===== config.mk =====
export PLATFORM = sky130hd
export DESIGN_NAME = dcache_load_ctrl
export DESIGN_NICKNAME = d
export VERILOG_FILES = /design/src/rtl/dcache_load_ctrl.sv
export SDC_FILE = /design/constraint.sdc
export NUM_CORES = 1
export LEC_CHECK = 0
export CAP_MARGIN = 10
export CORE_AREA = 2 2 503 505
export CTS_BUF_LIST = sky130_fd_sc_hd__clkbuf_2 sky130_fd_sc_hd__clkbuf_4 sky130_fd_sc_hd__clkbuf_8
export DETAILED_ROUTE_END_ITERATION = 6
export DIE_AREA = 0 0 505 507
export HOLD_SLACK_MARGIN = 0.1
export PLACE_DENSITY_LB_ADDON = 0.08
export SYNTH_ARGS = -nofsm -noshare
export SYNTH_HDL_FRONTEND = slang
export SYNTH_SLANG_ARGS = --single-unit

===== constraint.sdc =====
create_clock -name clk_i -period 1.7 [get_ports clk_i]
set_input_delay 0.17 -clock clk_i [delete_from_list [all_inputs] [get_ports clk_i]]
set_output_delay 0.17 -clock clk_i [all_outputs]
set_load 0.05 [all_outputs]

===== src/rtl/dcache_load_ctrl.sv =====
// Two-phase (index, then tag) load controller in front of the dcache tag compare stage.
// Define DCACHE_LOAD_CTRL_PERF_EN to add the hit_cnt_o / miss_cnt_o performance counters.
//
// state      | meaning
// IDLE       | waiting for a CPU load; array request follows req_i
// WAIT_TAG   | index granted; array output usable only in the first cycle
// MISS_REQ   | miss request held stable until the miss handler grants it
// MISS_WAIT  | waiting for the refill to complete
// REPLAY     | re-issuing the array lookup with the latched index
// REPLAY_CMP | comparing the replayed lookup against the latched tag
module dcache_load_ctrl #(
  parameter int ADDR_WIDTH   = 64,
  parameter int SET_ASSOC    = 8,
  parameter int INDEX_WIDTH  = 12,
  parameter int TAG_WIDTH    = ADDR_WIDTH - INDEX_WIDTH,
  parameter int LINE_WIDTH   = 128,
  parameter int OFFSET_WIDTH = $clog2(LINE_WIDTH / 8)
) (
  input  logic                            clk_i,
  input  logic                            rst_ni,
  input  logic                            req_i,
  input  logic [INDEX_WIDTH-1:0]          index_i,
  output logic                            gnt_o,
  input  logic                            tag_valid_i,
  input  logic [TAG_WIDTH-1:0]            tag_i,
  input  logic                            kill_i,
  output logic                            rvalid_o,
  output logic [63:0]                     rdata_o,
  output logic [SET_ASSOC-1:0]            arr_req_o,
  output logic [INDEX_WIDTH-1:0]          arr_addr_o,
  input  logic                            arr_gnt_i,
  output logic [TAG_WIDTH-1:0]            arr_tag_o,
  input  logic [SET_ASSOC-1:0]            hit_way_i,
  input  logic [SET_ASSOC*LINE_WIDTH-1:0] line_data_i,
  output logic                            miss_req_o,
  output logic [ADDR_WIDTH-1:0]           miss_addr_o,
  input  logic                            miss_gnt_i,
  input  logic                            miss_done_i
`ifdef DCACHE_LOAD_CTRL_PERF_EN
  ,
  output logic [31:0]                     hit_cnt_o,
  output logic [31:0]                     miss_cnt_o
`endif
);

  localparam int WORDS = LINE_WIDTH / 64;

  typedef enum logic [2:0] {
    IDLE, WAIT_TAG, MISS_REQ, MISS_WAIT, REPLAY, REPLAY_CMP
  } state_e;

  state_e                 state_q;
  logic [INDEX_WIDTH-1:0] index_q;
  logic [TAG_WIDTH-1:0]   tag_q;
  logic                   first_q;
  logic                   kill_q;

  logic                   hit;
  logic                   first_cmp;
  logic                   cmp_cycle;
  logic                   miss_enter;
  logic [INDEX_WIDTH-1:0] word_idx;
  logic [63:0]            sel_word;

  assign hit        = |hit_way_i;
  assign first_cmp  = (state_q == WAIT_TAG) && first_q && tag_valid_i;
  assign cmp_cycle  = first_cmp || (state_q == REPLAY_CMP);
  assign miss_enter = cmp_cycle && !kill_i && !hit;
  assign word_idx   = (index_q >> 3) & INDEX_WIDTH'(WORDS - 1);

  // AND-OR mux over the ways: a multi-hit yields the OR of the selected words
  always_comb begin
    sel_word = '0;
    for (int w = 0; w < SET_ASSOC; w++) begin
      if (hit_way_i[w]) sel_word |= line_data_i[w*LINE_WIDTH + 64*int'(word_idx) +: 64];
    end
  end

  // Outputs are decoded from state: grant, tag and hit all complete within the input cycle
  assign gnt_o       = (state_q == IDLE) && req_i && arr_gnt_i;
  assign arr_req_o   = (((state_q == IDLE) && req_i) || (state_q == REPLAY)) ? '1 : '0;
  assign arr_addr_o  = ((state_q == IDLE) && req_i) ? index_i :
                       (state_q == REPLAY)          ? index_q : '0;
  assign arr_tag_o   = first_cmp                    ? tag_i :
                       (state_q == REPLAY_CMP)      ? tag_q : '0;
  assign rvalid_o    = cmp_cycle && hit && !kill_i;
  assign rdata_o     = rvalid_o ? sel_word : '0;
  assign miss_req_o  = (state_q == MISS_REQ);
  assign miss_addr_o = miss_req_o ?
                       {tag_q, index_q[INDEX_WIDTH-1:OFFSET_WIDTH], {OFFSET_WIDTH{1'b0}}} : '0;

  always_ff @(posedge clk_i or negedge rst_ni) begin
    if (!rst_ni) begin
      state_q <= IDLE;
      index_q <= '0;
      tag_q   <= '0;
      first_q <= 1'b0;
      kill_q  <= 1'b0;
    end else begin
      case (state_q)
        IDLE: begin
          if (req_i && arr_gnt_i) begin
            index_q <= index_i;
            first_q <= 1'b1;
            state_q <= WAIT_TAG;
          end
        end
        WAIT_TAG: begin
          first_q <= 1'b0;
          if (kill_i) begin
            state_q <= IDLE;
          end else if (tag_valid_i) begin
            tag_q <= tag_i;
            if (!first_q)  state_q <= REPLAY;
            else if (hit)  state_q <= IDLE;
            else           state_q <= MISS_REQ;
          end
        end
        MISS_REQ: begin
          // the request is never withdrawn; a kill is only remembered
          if (kill_i)     kill_q  <= 1'b1;
          if (miss_gnt_i) state_q <= MISS_WAIT;
        end
        MISS_WAIT: begin
          if (miss_done_i) begin
            kill_q  <= 1'b0;
            state_q <= (kill_q || kill_i) ? IDLE : REPLAY;
          end else if (kill_i) begin
            kill_q <= 1'b1;
          end
        end
        REPLAY: begin
          if (kill_i)         state_q <= IDLE;
          else if (arr_gnt_i) state_q <= REPLAY_CMP;
        end
        REPLAY_CMP: begin
          if (kill_i || hit) state_q <= IDLE;
          else               state_q <= MISS_REQ;
        end
        default: state_q <= IDLE;
      endcase
    end
  end

`ifdef DCACHE_LOAD_CTRL_PERF_EN
  logic [31:0] hit_cnt_q;
  logic [31:0] miss_cnt_q;

  always_ff @(posedge clk_i or negedge rst_ni) begin
    if (!rst_ni) begin
      hit_cnt_q  <= '0;
      miss_cnt_q <= '0;
    end else begin
      if (rvalid_o)   hit_cnt_q  <= hit_cnt_q + 32'd1;
      if (miss_enter) miss_cnt_q <= miss_cnt_q + 32'd1;
    end
  end

  assign hit_cnt_o  = hit_cnt_q;
  assign miss_cnt_o = miss_cnt_q;
`endif

endmodule


==> impl_results.md <==
* First-pass GRT wire length at about 230000 um
* CORE AREA at ~250000 sq um
* Status: complete, but fails checks
* Final Power at 39.2 mW
* Total CTS buffers at 9
* Clock Pin Slew Worst Setup and Hold Paths at around 0.10 ns
* F_max at 340 MHz
* Post-Route Skew at 0.0234 ns
* TritonRoute pass-1 iters at 4
* Post-DR vias/cell at roughly 2.9
* Worst EP required at 1.53 ns
* Asr flop ratio synth at 100%
* Hold slack at 0.311 ns
* Vias post-DR at approximately 18000
* Clock share of power at around 4.1%
* CP Max Fanout at 11
* WL final at about 180000 um
* Yosys reg bits at between 60 and 70
* Met2 WL at around 90000 um
* Leakage at around 14 nW
* GRT Resource Usage Total at 13.6%
* GP Congestion at between 0.7 and 0.8
* Initial drt markers at about 580
* Slew Limit Headroom at about half
* Clock sinks at between 60 and 70
* Fin worst setup slack at -1.24 ns
* Final period util at 173%
* Int Power at approximately 22 mW
* Clock latency on the worst-skew pair at 0.43 ns
* R2r setup slk at -0.44 ns
* # rows at roughly 180
* Slowest-stage cell, CP: dfrtp_4
* CP startpoint kind: register
* DP HPWL at around 160000 um
* Ports at 1307
* Gr ovfl total at 0
* Endpoints failing hold at 0
* Worst EP arrival at 2.77 ns
* Antenna Nets Post-Route at 0
* Final Cell Area at around 38000 sq um
* Worst path cell trace: buf_12, buf_6, bufbuf_16, mux2_2, a221oi_2, buf_4, a31oi_2, buf_6
* Met3 wire length at 19400 um
* Largest net degree at the start of global routing at between 40 and 50
* Uppermost layer routed: met5
* Synth Instances at around 1300
* Seq/Total Area, Yosys at approximately an eighth
* Setup violators final at roughly 210
* NumNets Final at 3892
* Syn Std Cell Area at between 10000 and 15000 sq um
* Number of synthesis warnings at 0
* PortBufs at roughly 1300
* Sequential power share at under 10%
* CTS tree: yes
* Post-synth EDFFs at 0
* H-tree levels at 3
* DRC viols at 0
* Die area at around 260000 sq um
* Top cells by area, synth: mux2_2 43%, dfrtp_1 13%, a22o_1 8.4%, a22oi_1 7.2%, a221oi_2 6.2%
* P&R area growth vs syn at 187%
* Top_reg_cell synth: dfrtp_1
* Net Sw Frac at 44.0%
* Clk root buf: clkbuf_8
* Gate power share at approximately 88%
* Hold WC Path Type: input pin to async pin
* Fillers at around 28000
* Post-route setup TNS at -141.88 ns
* Initial antenna violation count at 127
* Mean post-synth cell area at about 10 sq um
* Setup crit end kind: output port
* Crit path time final at approximately 2.9 ns
* WL per Instance at roughly 30 um
* Share of cells above drive strength 1 at a little over half
* Yosys top cell area share at between 40% and 50%
* Chip width at approximately 500 um
* Height of the die at just over 500 um
* Clock buffer depth at 2
* Least-Margin Pin Slew at just under 0.8 ns
* Placed cell area at between 30000 and 40000 sq um
* Worst slack, placed at -1.44 ns
* Vias in the first global route at ~20000
* Final Max Tran Viols at 0
* CP peak stage delay at 0.45 ns
* Crit Path Category: register to output port
* Register area at roughly 1700 sq um
* Top cell by count, worst path: buf_6
* Initial Utilization at under 10%
* PwrDens at 1020 nW/um^2
* Max cap viols at 0
* Metal-1 WL at between 70000 and 80000 um
* Yosys top cell by area: mux2_2
* Failing checks: negative setup slack
* RSZ-0062 raised after global routing: yes
* Psw at between 15 and 20 mW
* Yosys cell types at 37
* Maximum VDD drop at 0.372 mV
* Footprint of the multi-input gates at 12900 sq um
[stage by stage]
stage	instances	util, %
finish	6189	15.3
global route	6163	15.3
CTS	6117	14.9
detailed placement	6025	13.8
global placement	6025	13.8
floorplan	1296	-
[kinds of logic after synthesis]
| logic type | after synthesis | share of synthesized area (%) |
|---|---|---|
| flops | 69 | 12.9 |
| simple gates | 83 | 3.90 |
| buf+inv | 163 | 6.85 |
| compound gates | 399 | 26.1 |
| mux | 578 | 50.2 |
| other cells | 1 | 0.0281 |
[cell usage after synthesis, drive strengths merged (3+ instances only)]
cell type,instances
a22o,128
inv,3
a31oi,66
nor2,6
nand2b,5
a221oi,64
dfrtp,69
a22oi,128
and2,60
clkbuf,67
a21oi,6
nand2,3
mux2,577
buf,93
[critical path: cells and delay by family (launching register included)]
kind | cells | cell delay (ns)
buffers and inverters | 5 | 1.14
DFF | 1 | 0.45
muxes | 1 | 0.36
AOI/OAI and AO/OA | 2 | 0.35
[path summary, 6_finish.rpt]
| kind | from | end | cells past startpoint |
|---|---|---|---|
| setup / recovery | index_q[3]$_DFFE_PN0P_ | rdata_o[29] | 8 |
| hold / removal | rst_ni | tag_q[21]$_DFFE_PN0P_ | 3 |
| setup reg to reg | state_q[2]$_DFFE_PN0P_ | index_q[3]$_DFFE_PN0P_ | 10 |
| hold reg to reg | index_q[0]$_DFFE_PN0P_ | index_q[0]$_DFFE_PN0P_ | 1 |
| max in group asynchronous | rst_ni | index_q[10]$_DFFE_PN0P_ | 3 |
| min in group clk_i | hit_way_i[7] | state_q[1]$_DFFE_PN0P_ | 5 |
[placed cells by master (no fill, tap or decap), types with 60 or more instances in the layout]
cell type	instances
a22oi_1	74
a22o_4	66
and2_4	60
mux2_4	96
dfrtp_1	68
buf_6	68
buf_12	261
buf_4	175
clkdlybuf4s50_1	1094
a22o_1	61
mux2_2	481
[final cells by class]
| class | count | area share, % |
|---|---|---|
| diodes | 48 | 0.313 |
| clock buffers | 10 | 0.359 |
| clock inverters | 6 | 0.163 |
| multi-input cells | 1064 | 33.6 |
| repair buffers | 1641 | 50.1 |
| flip-flops and latches | 69 | 4.51 |
| inverters | 3 | 0.0718 |
| well taps | 3348 | 10.9 |
[what timing repair did]
| action | in CTS | in global routing |
|---|---|---|
| cloned | 21 | 5 |
| endpoints found under the hold margin | 69 | 0 |
| gates resized for setup | 289 | 151 |
| setup endpoints to repair | 256 | 264 |
| hold buffers | 2 | 0 |
| pin swaps | 59 | 49 |
| buffers inserted | 56 | 35 |
[per-layer routing]
metal / track usage, % / vias to the layer above
met3: 6.70 / 176
met4: 2.82 / 74
met5: 0.704 / -
met1: 15.2 / 8682
met2: 23.2 / 897
li1: - / 8297
[registers in the layout, indices dropped and copies added (netlist names)]
register / flops
first_q: 1
tag_q: 52
kill_q: 1
index_q: 12
state_q: 3
[power groups by stage]
stage | sequential [mW] | combinational, mW | clock [mW]
5_1_grt | 3.42 | 36.3 | 1.80
2_1_floorplan | 2.90 | 15.3 | 0
4_1_cts | 3.21 | 34.1 | 1.76
3_5_place_dp | 3.24 | 29.2 | 0
3_3_place_gp | 3.26 | 29.3 | 0
6_report | 3.29 | 34.3 | 1.62
Note: power is estimated with default switching activity, not from simulation.
